<file path="config.mk">
export PLATFORM = sky130hd
export DESIGN_NAME = conv_encoder_framed_flat
export DESIGN_NICKNAME = d
export VERILOG_FILES = /design/src/rtl/viterbi_pkg.sv /design/src/rtl/conv_encoder_framed_if.sv /design/src/rtl/conv_enc_core.sv /design/src/rtl/conv_encoder_framed.sv /design/src/flat_wrapper.sv
export SDC_FILE = /design/constraint.sdc
export NUM_CORES = 1
export LEC_CHECK = 0
export BUFFER_PORTS_ARGS = -buffer_cell sky130_fd_sc_hd__buf_2
export CELL_PAD_IN_SITES_DETAIL_PLACEMENT = 0
export CELL_PAD_IN_SITES_GLOBAL_PLACEMENT = 1
export CORE_MARGIN = 8
export CORE_UTILIZATION = 42
export DETAILED_ROUTE_END_ITERATION = 8
export GPL_ROUTABILITY_DRIVEN = 0
export PLACE_DENSITY = 0.74
export SYNTH_ARGS = -nofsm -noshare
export SYNTH_HDL_FRONTEND = slang
export SYNTH_HIERARCHICAL = 1
export SYNTH_SLANG_ARGS = --single-unit
</file>
<file path="constraint.sdc">
create_clock -name clk -period 2 [get_ports clk]
set_input_delay 0.2 -clock clk [delete_from_list [all_inputs] [get_ports clk]]
set_output_delay 0.2 -clock clk [all_outputs]
set_load 0.02 [all_outputs]
</file>
<file path="src/rtl/viterbi_pkg.sv">
// Constants shared by the convolutional encoder and the Viterbi decoder:
// constraint length, generator polynomials and the framing FSM encoding.
package viterbi_pkg;

  localparam int K = 3;
  localparam logic [K-1:0] G0 = 3'b111;
  localparam logic [K-1:0] G1 = 3'b101;

  typedef enum logic [1:0] {
    IDLE  = 2'd0,
    DATA  = 2'd1,
    TAIL1 = 2'd2,
    TAIL2 = 2'd3
  } enc_state_e;

  // Modulo-2 sum of the taps selected by a generator mask.
  function automatic logic parity(input logic [K-1:0] v);
    return ^v;
  endfunction

endpackage

</file>
<file path="src/rtl/conv_encoder_framed_if.sv">
// Bit-stream input handshake and code-symbol output of the framed encoder.
interface conv_encoder_framed_if;

  logic       d;
  logic       d_valid;
  logic       d_ready;
  logic [1:0] cx;
  logic       cx_valid;
  logic       sof;
  logic       eof;

  modport slave (
    input  d, d_valid,
    output d_ready, cx, cx_valid, sof, eof
  );

  modport master (
    output d, d_valid,
    input  d_ready, cx, cx_valid, sof, eof
  );

endinterface

</file>
<file path="src/rtl/conv_enc_core.sv">
// Combinational rate-1/2, K=3 trellis step: (b, {s1,s0}) -> (cx, next state).
module conv_enc_core
  import viterbi_pkg::*;
(
  input  logic       b,
  input  logic [1:0] s,
  output logic [1:0] cx,
  output logic [1:0] s_next
);

  logic [K-1:0] win;

  // win[2] is the new bit, win[1] = s1, win[0] = s0, aligned with the generator masks.
  always_comb begin
    win    = {b, s};
    cx[1]  = parity(win & G0);
    cx[0]  = parity(win & G1);
    s_next = {b, s[1]};
  end

endmodule

</file>
<file path="src/rtl/conv_encoder_framed.sv">
// Framed convolutional encoder: one registered symbol per accepted bit,
// followed by two zero tail symbols that drive the trellis back to state 00.
module conv_encoder_framed
  import viterbi_pkg::*;
#(
  parameter int FRAME_LEN = 16,
  parameter int CW        = 8
) (
  input  logic                 clk,
  input  logic                 reset,
  conv_encoder_framed_if.slave bus,
  output logic                 busy
);

  localparam logic [CW-1:0] LAST_CNT = CW'(FRAME_LEN);
  localparam logic [CW-1:0] ONE_CNT  = CW'(1);

  enc_state_e    state_q, state_d;
  logic [1:0]    s_q, s_d;
  logic [CW-1:0] cnt_q, cnt_d;
  logic [1:0]    cx_q, cx_d;
  logic          cx_valid_q, cx_valid_d;
  logic          sof_q, sof_d;
  logic          eof_q, eof_d;
  logic          d_ready_q, d_ready_d;
  logic          busy_q, busy_d;

  logic          accept;
  logic          enc_b;
  logic [1:0]    enc_cx;
  logic [1:0]    enc_s_next;
  logic [CW-1:0] cnt_inc;

  // Tail states feed zeros so the trellis is flushed regardless of bus.d.
  assign enc_b   = ((state_q == IDLE) || (state_q == DATA)) ? bus.d : 1'b0;
  assign accept  = bus.d_valid & d_ready_q;
  assign cnt_inc = cnt_q + ONE_CNT;

  conv_enc_core u_core (
    .b      (enc_b),
    .s      (s_q),
    .cx     (enc_cx),
    .s_next (enc_s_next)
  );

  always_comb begin
    state_d    = state_q;
    s_d        = s_q;
    cnt_d      = cnt_q;
    cx_d       = cx_q;
    cx_valid_d = 1'b0;
    sof_d      = sof_q;
    eof_d      = eof_q;

    case (state_q)
      IDLE: begin
        if (accept) begin
          cx_d       = enc_cx;
          s_d        = enc_s_next;
          cx_valid_d = 1'b1;
          sof_d      = 1'b1;
          eof_d      = 1'b0;
          cnt_d      = ONE_CNT;
          state_d    = (LAST_CNT == ONE_CNT) ? TAIL1 : DATA;
        end
      end
      DATA: begin
        if (accept) begin
          cx_d       = enc_cx;
          s_d        = enc_s_next;
          cx_valid_d = 1'b1;
          sof_d      = 1'b0;
          eof_d      = 1'b0;
          cnt_d      = cnt_inc;
          if (cnt_inc == LAST_CNT) state_d = TAIL1;
        end
      end
      TAIL1: begin
        cx_d       = enc_cx;
        s_d        = enc_s_next;
        cx_valid_d = 1'b1;
        sof_d      = 1'b0;
        eof_d      = 1'b0;
        state_d    = TAIL2;
      end
      TAIL2: begin
        cx_d       = enc_cx;
        s_d        = 2'b00;
        cx_valid_d = 1'b1;
        sof_d      = 1'b0;
        eof_d      = 1'b1;
        cnt_d      = '0;
        state_d    = IDLE;
      end
      default: state_d = IDLE;
    endcase

    // Ready and busy are decoded from the next state only, never from d_valid.
    d_ready_d = (state_d == IDLE) || (state_d == DATA);
    busy_d    = (state_d != IDLE);
  end

  always_ff @(posedge clk) begin
    if (!reset) begin
      state_q    <= IDLE;
      s_q        <= 2'b00;
      cnt_q      <= '0;
      cx_q       <= 2'b00;
      cx_valid_q <= 1'b0;
      sof_q      <= 1'b0;
      eof_q      <= 1'b0;
      d_ready_q  <= 1'b0;
      busy_q     <= 1'b0;
    end else begin
      state_q    <= state_d;
      s_q        <= s_d;
      cnt_q      <= cnt_d;
      cx_q       <= cx_d;
      cx_valid_q <= cx_valid_d;
      sof_q      <= sof_d;
      eof_q      <= eof_d;
      d_ready_q  <= d_ready_d;
      busy_q     <= busy_d;
    end
  end

  assign bus.d_ready  = d_ready_q;
  assign bus.cx       = cx_q;
  assign bus.cx_valid = cx_valid_q;
  assign bus.sof      = sof_q;
  assign bus.eof      = eof_q;
  assign busy         = busy_q;

endmodule
</file>
<file path="src/flat_wrapper.sv">
// flat-port wrapper written by rule: the top's interface ports become plain ports
module conv_encoder_framed_flat import viterbi_pkg::*;
#(
  parameter int FRAME_LEN = 16,
  parameter int CW        = 8
)
  (clk, reset, busy, bus_d, bus_d_valid, bus_d_ready, bus_cx, bus_cx_valid, bus_sof, bus_eof);
  conv_encoder_framed_if bus_i ();
  input  logic clk;
  input  logic reset;
  output logic busy;
  input wire logic [$bits(bus_i.d)-1:0] bus_d;
  input wire logic [$bits(bus_i.d_valid)-1:0] bus_d_valid;
  output wire logic [$bits(bus_i.d_ready)-1:0] bus_d_ready;
  output wire logic [$bits(bus_i.cx)-1:0] bus_cx;
  output wire logic [$bits(bus_i.cx_valid)-1:0] bus_cx_valid;
  output wire logic [$bits(bus_i.sof)-1:0] bus_sof;
  output wire logic [$bits(bus_i.eof)-1:0] bus_eof;
  assign bus_i.d = bus_d;
  assign bus_i.d_valid = bus_d_valid;
  assign bus_d_ready = bus_i.d_ready;
  assign bus_cx = bus_i.cx;
  assign bus_cx_valid = bus_i.cx_valid;
  assign bus_sof = bus_i.sof;
  assign bus_eof = bus_i.eof;
  conv_encoder_framed #(.FRAME_LEN(FRAME_LEN), .CW(CW)) u_core (.clk(clk), .reset(reset), .bus(bus_i), .busy(busy));
endmodule
</file>
==> impl_metrics.ini <==
[cts]
cts-resized-gates = 0
cts_buffers = 3
cts_tree = done
h-tree-depth = 1
clock-root-buffer = clkbuf_4
post_cts_buffers = 0
clk_pin_slew_ns = 0.12
cts_buffer_depth = 2
clk_latency_ns = 0.30
cts.sinks = 19
cts_hold_buffers = 0

[synthesis]
synthMuxAreaShare_pct = 3.05
yosysTopAreaCellShare_pct = 38.7
synth_compound_area_share_pct = 20.2
synth_xor_area_share_pct = 3.31
yosys_most_used_dff = dfxtp_1
synth_seq_cells = 19
synth_cell_types = 38
synth_most_common_cell = dfxtp_1
synth_top_family_by_area = simple AND/OR/NAND/NOR gates
synthArstFlopShare_pct = 0
yosys_warnings = 6
ys_seq_area_share_pct = 38.7
ys_top_cells_by_count = dfxtp_1, nand2_1, o21ai_0, nor2_1, nor2b_1
synth_cells = 116
synth.area.top_cells = dfxtp_1, nand2_1, o21ai_0, nor2b_1, mux2i_1
synth_largest_area_cell = dfxtp_1
synth_fp_nets = 121
syn_avg_cell_area_um2 = 8.48
syn_area_um2 = 983
synth_edf_count = 0
synth_fa_ha_area_share_pct = 1.27
synth_simple_gate_area_share_pct = 28.2

[sta]
drv_slew = 0
finalSetupTns_ns = 0
rsz0062_at_grt = no
hold_slack_ns = 0.218
skew_ns = 0.00664
period_minus_slack_ns = 1.63
fin_crit_sh_pct = 81.3
hold_violations = 0
max_freq_mhz = 615
finalSetupViolations = 0
relSlewSlack_pct = 75.0
tightest_slew_ns = 0.375

[critical_path]
crit_path_top_delay_cell = dfxtp_1
rrSetupSlack_ns = 0.37
cp_cell_sequence = nand3_2, or2_0, or4_1, nand3_1
required_ns = 2.25
crit_path_end_kind = flop
start_kind = flop
cp.buffers_inverters = 0
crit_fanout = 11
rr_worst_depth = 4
cpPeakStageDelay_ns = 0.57
critPathTopFamily = simple AND/OR/NAND/NOR gates
reg2reg_to = u_core/cnt_q[6]
rr_startpoint = u_core/state_q[0]
worstSetupPathType = flop to flop
cp.depth = 4
crit_arrival_ns = 1.88

[power]
seq_power_share_pct = 59.8
power.switching_mw = 0.176
p_comb_share_pct = 10.1
peakVddDrop_mv = 0.305
sw_frac_of_total_pct = 26.4
clock_power_share_pct = 30.0
power_density_nw_per_um2 = 625
leakage_nw = 0.405
power.internal_mw = 0.493

[finish]
fin_util_pct = 48.4
final_layout_size_suffix_gt1_share_pct = 16.9
antenna_cells = 0
fillCellCount = 231
nNetsFinal = 130
finalInstanceArea_um2 = 1070
fin_cells = 152
area_growth_pct = 8.91

[status]
status = complete, no violations

[hold_path]
hold_end = u_core/cnt_q[4]
min_path_cells = 2
hp-class = input port to flop
hp-start = reset

[global_routing]
grt_pass1_wl_mm = 3.78
grt_pass1_vias = 868
grt_usage_pct = 11.1
grt_max_degree = 12
antenna_found_initial = 0
overflow = 0

[floorplanning]
core_um2 = 2210
start_util_pct = 44.5
io_pins = 11
die_y_um = 64.4
num_rows = 17
die_width_um = 64.4
dieArea_um2 = 4150

[placed_design]
dp.final_hpwl_mm = 1.65
numPortBuffers = 10
dp_cells = 148
place_area_um2 = 1040

[route]
wl_per_cell_um = 14.5
drt_wl_total_mm = 2.20
firstDrtPassIters = 4
drc = 0
ant_nets = 0
vias = 860
first_iter_violations = 43
via_per_inst = 5.66

[job]
maxCapViolCount = 0
==> power groups by stage <==
stage / Sequential (mW) / Clock (mW) / Combinational, mW
3_3_place_gp: 0.408 / 0 / 0.0677
6_report: 0.400 / 0.201 / 0.0677
3_5_place_dp: 0.409 / 0 / 0.0683
2_1_floorplan: 0.413 / 0 / 0.0461
4_1_cts: 0.400 / 0.205 / 0.0683
5_1_grt: 0.403 / 0.222 / 0.0754
==> worst register-to-register path: cells and delay by family (launching register included) <==
kind / cells / cell delay [ns]
AND/OR/NAND/NOR: 4 / 1.00
flip-flops: 1 / 0.57
==> cell families after synthesis <==
| family | count (synthesis) |
|---|---|
| flip-flops | 19 |
| adder cells (fa/ha/maj) | 1 |
| XOR/XNOR | 2 |
| AND/OR/NAND/NOR | 52 |
| AO/OA/AOI/OAI | 29 |
| buffers and inverters | 10 |
| multiplexers | 3 |
==> final cells by class <==
type / count / area [µm²] / area share (%)
Clock buffer: 3 / 22.5 / 2.10
Clock inverter: 1 / 5.00 / 0.467
Inverter: 1 / 3.75 / 0.350
Multi-Input combinational cell: 87 / 552 / 51.5
Sequential cell: 19 / 380 / 35.5
Tap cell: 28 / 35.0 / 3.27
Timing Repair Buffer: 13 / 72.6 / 6.78
==> routing by layer <==
layer  vias up  track usage, %  wire length (µm)
met4         0            5.45                29
met5         -               0                 0
li1        422               -                 -
met3         5            2.61               136
met1       406            12.9               993
met2        27            18.6              1040
==> stage by stage <==
stage	setup WS [ns]	total power [mW]
after CTS	0.377	0.674
after global routing	0.247	0.700
after floorplan	0.602	0.459
after detailed placement	0.406	0.477
after global placement	0.458	0.476
final	0.374	0.669
==> flip-flops by register name, indices dropped and copies added (netlist names) <==
| signal | flops |
|---|---|
| u_core/cnt_q | 8 |
| u_core/bus.cx_valid | 1 |
| u_core/state_q | 2 |
| u_core/bus.eof | 1 |
| u_core/busy | 1 |
| u_core/bus.d_ready | 1 |
| u_core/bus.cx | 2 |
| u_core/bus.sof | 1 |
| u_core/s_q | 2 |
==> worst max-delay path by stage <==
stage | start | endpoint | slack (ns)
finish | u_core/state_q[0] | u_core/cnt_q[6] | 0.37
global route | u_core/state_q[0] | u_core/cnt_q[6] | 0.25
CTS | u_core/state_q[0] | u_core/cnt_q[6] | 0.38
detailed placement | u_core/state_q[0] | u_core/cnt_q[6] | 0.41
global placement | u_core/state_q[0] | u_core/cnt_q[6] | 0.46
floorplan | u_core/cnt_q[0] | u_core/cnt_q[6] | 0.60
==> cell usage in the layout (no fill, tap or decap), types with 2 or more instances in the layout <==
cell and n:
dfxtp_1 19, nand2_1 15, buf_2 10, o21ai_0 10, nor2_1 7, nor2b_1 6, nand3_1 5, and2_1 4
a21boi_0 4, o21a_1 4, clkbuf_4 3, mux2i_1 3, buf_4 3, nand3_2 2, nand2b_1 2, nor3_1 2
a21oi_1 2, nor3b_1 2
(Power assumes the default switching activity.)
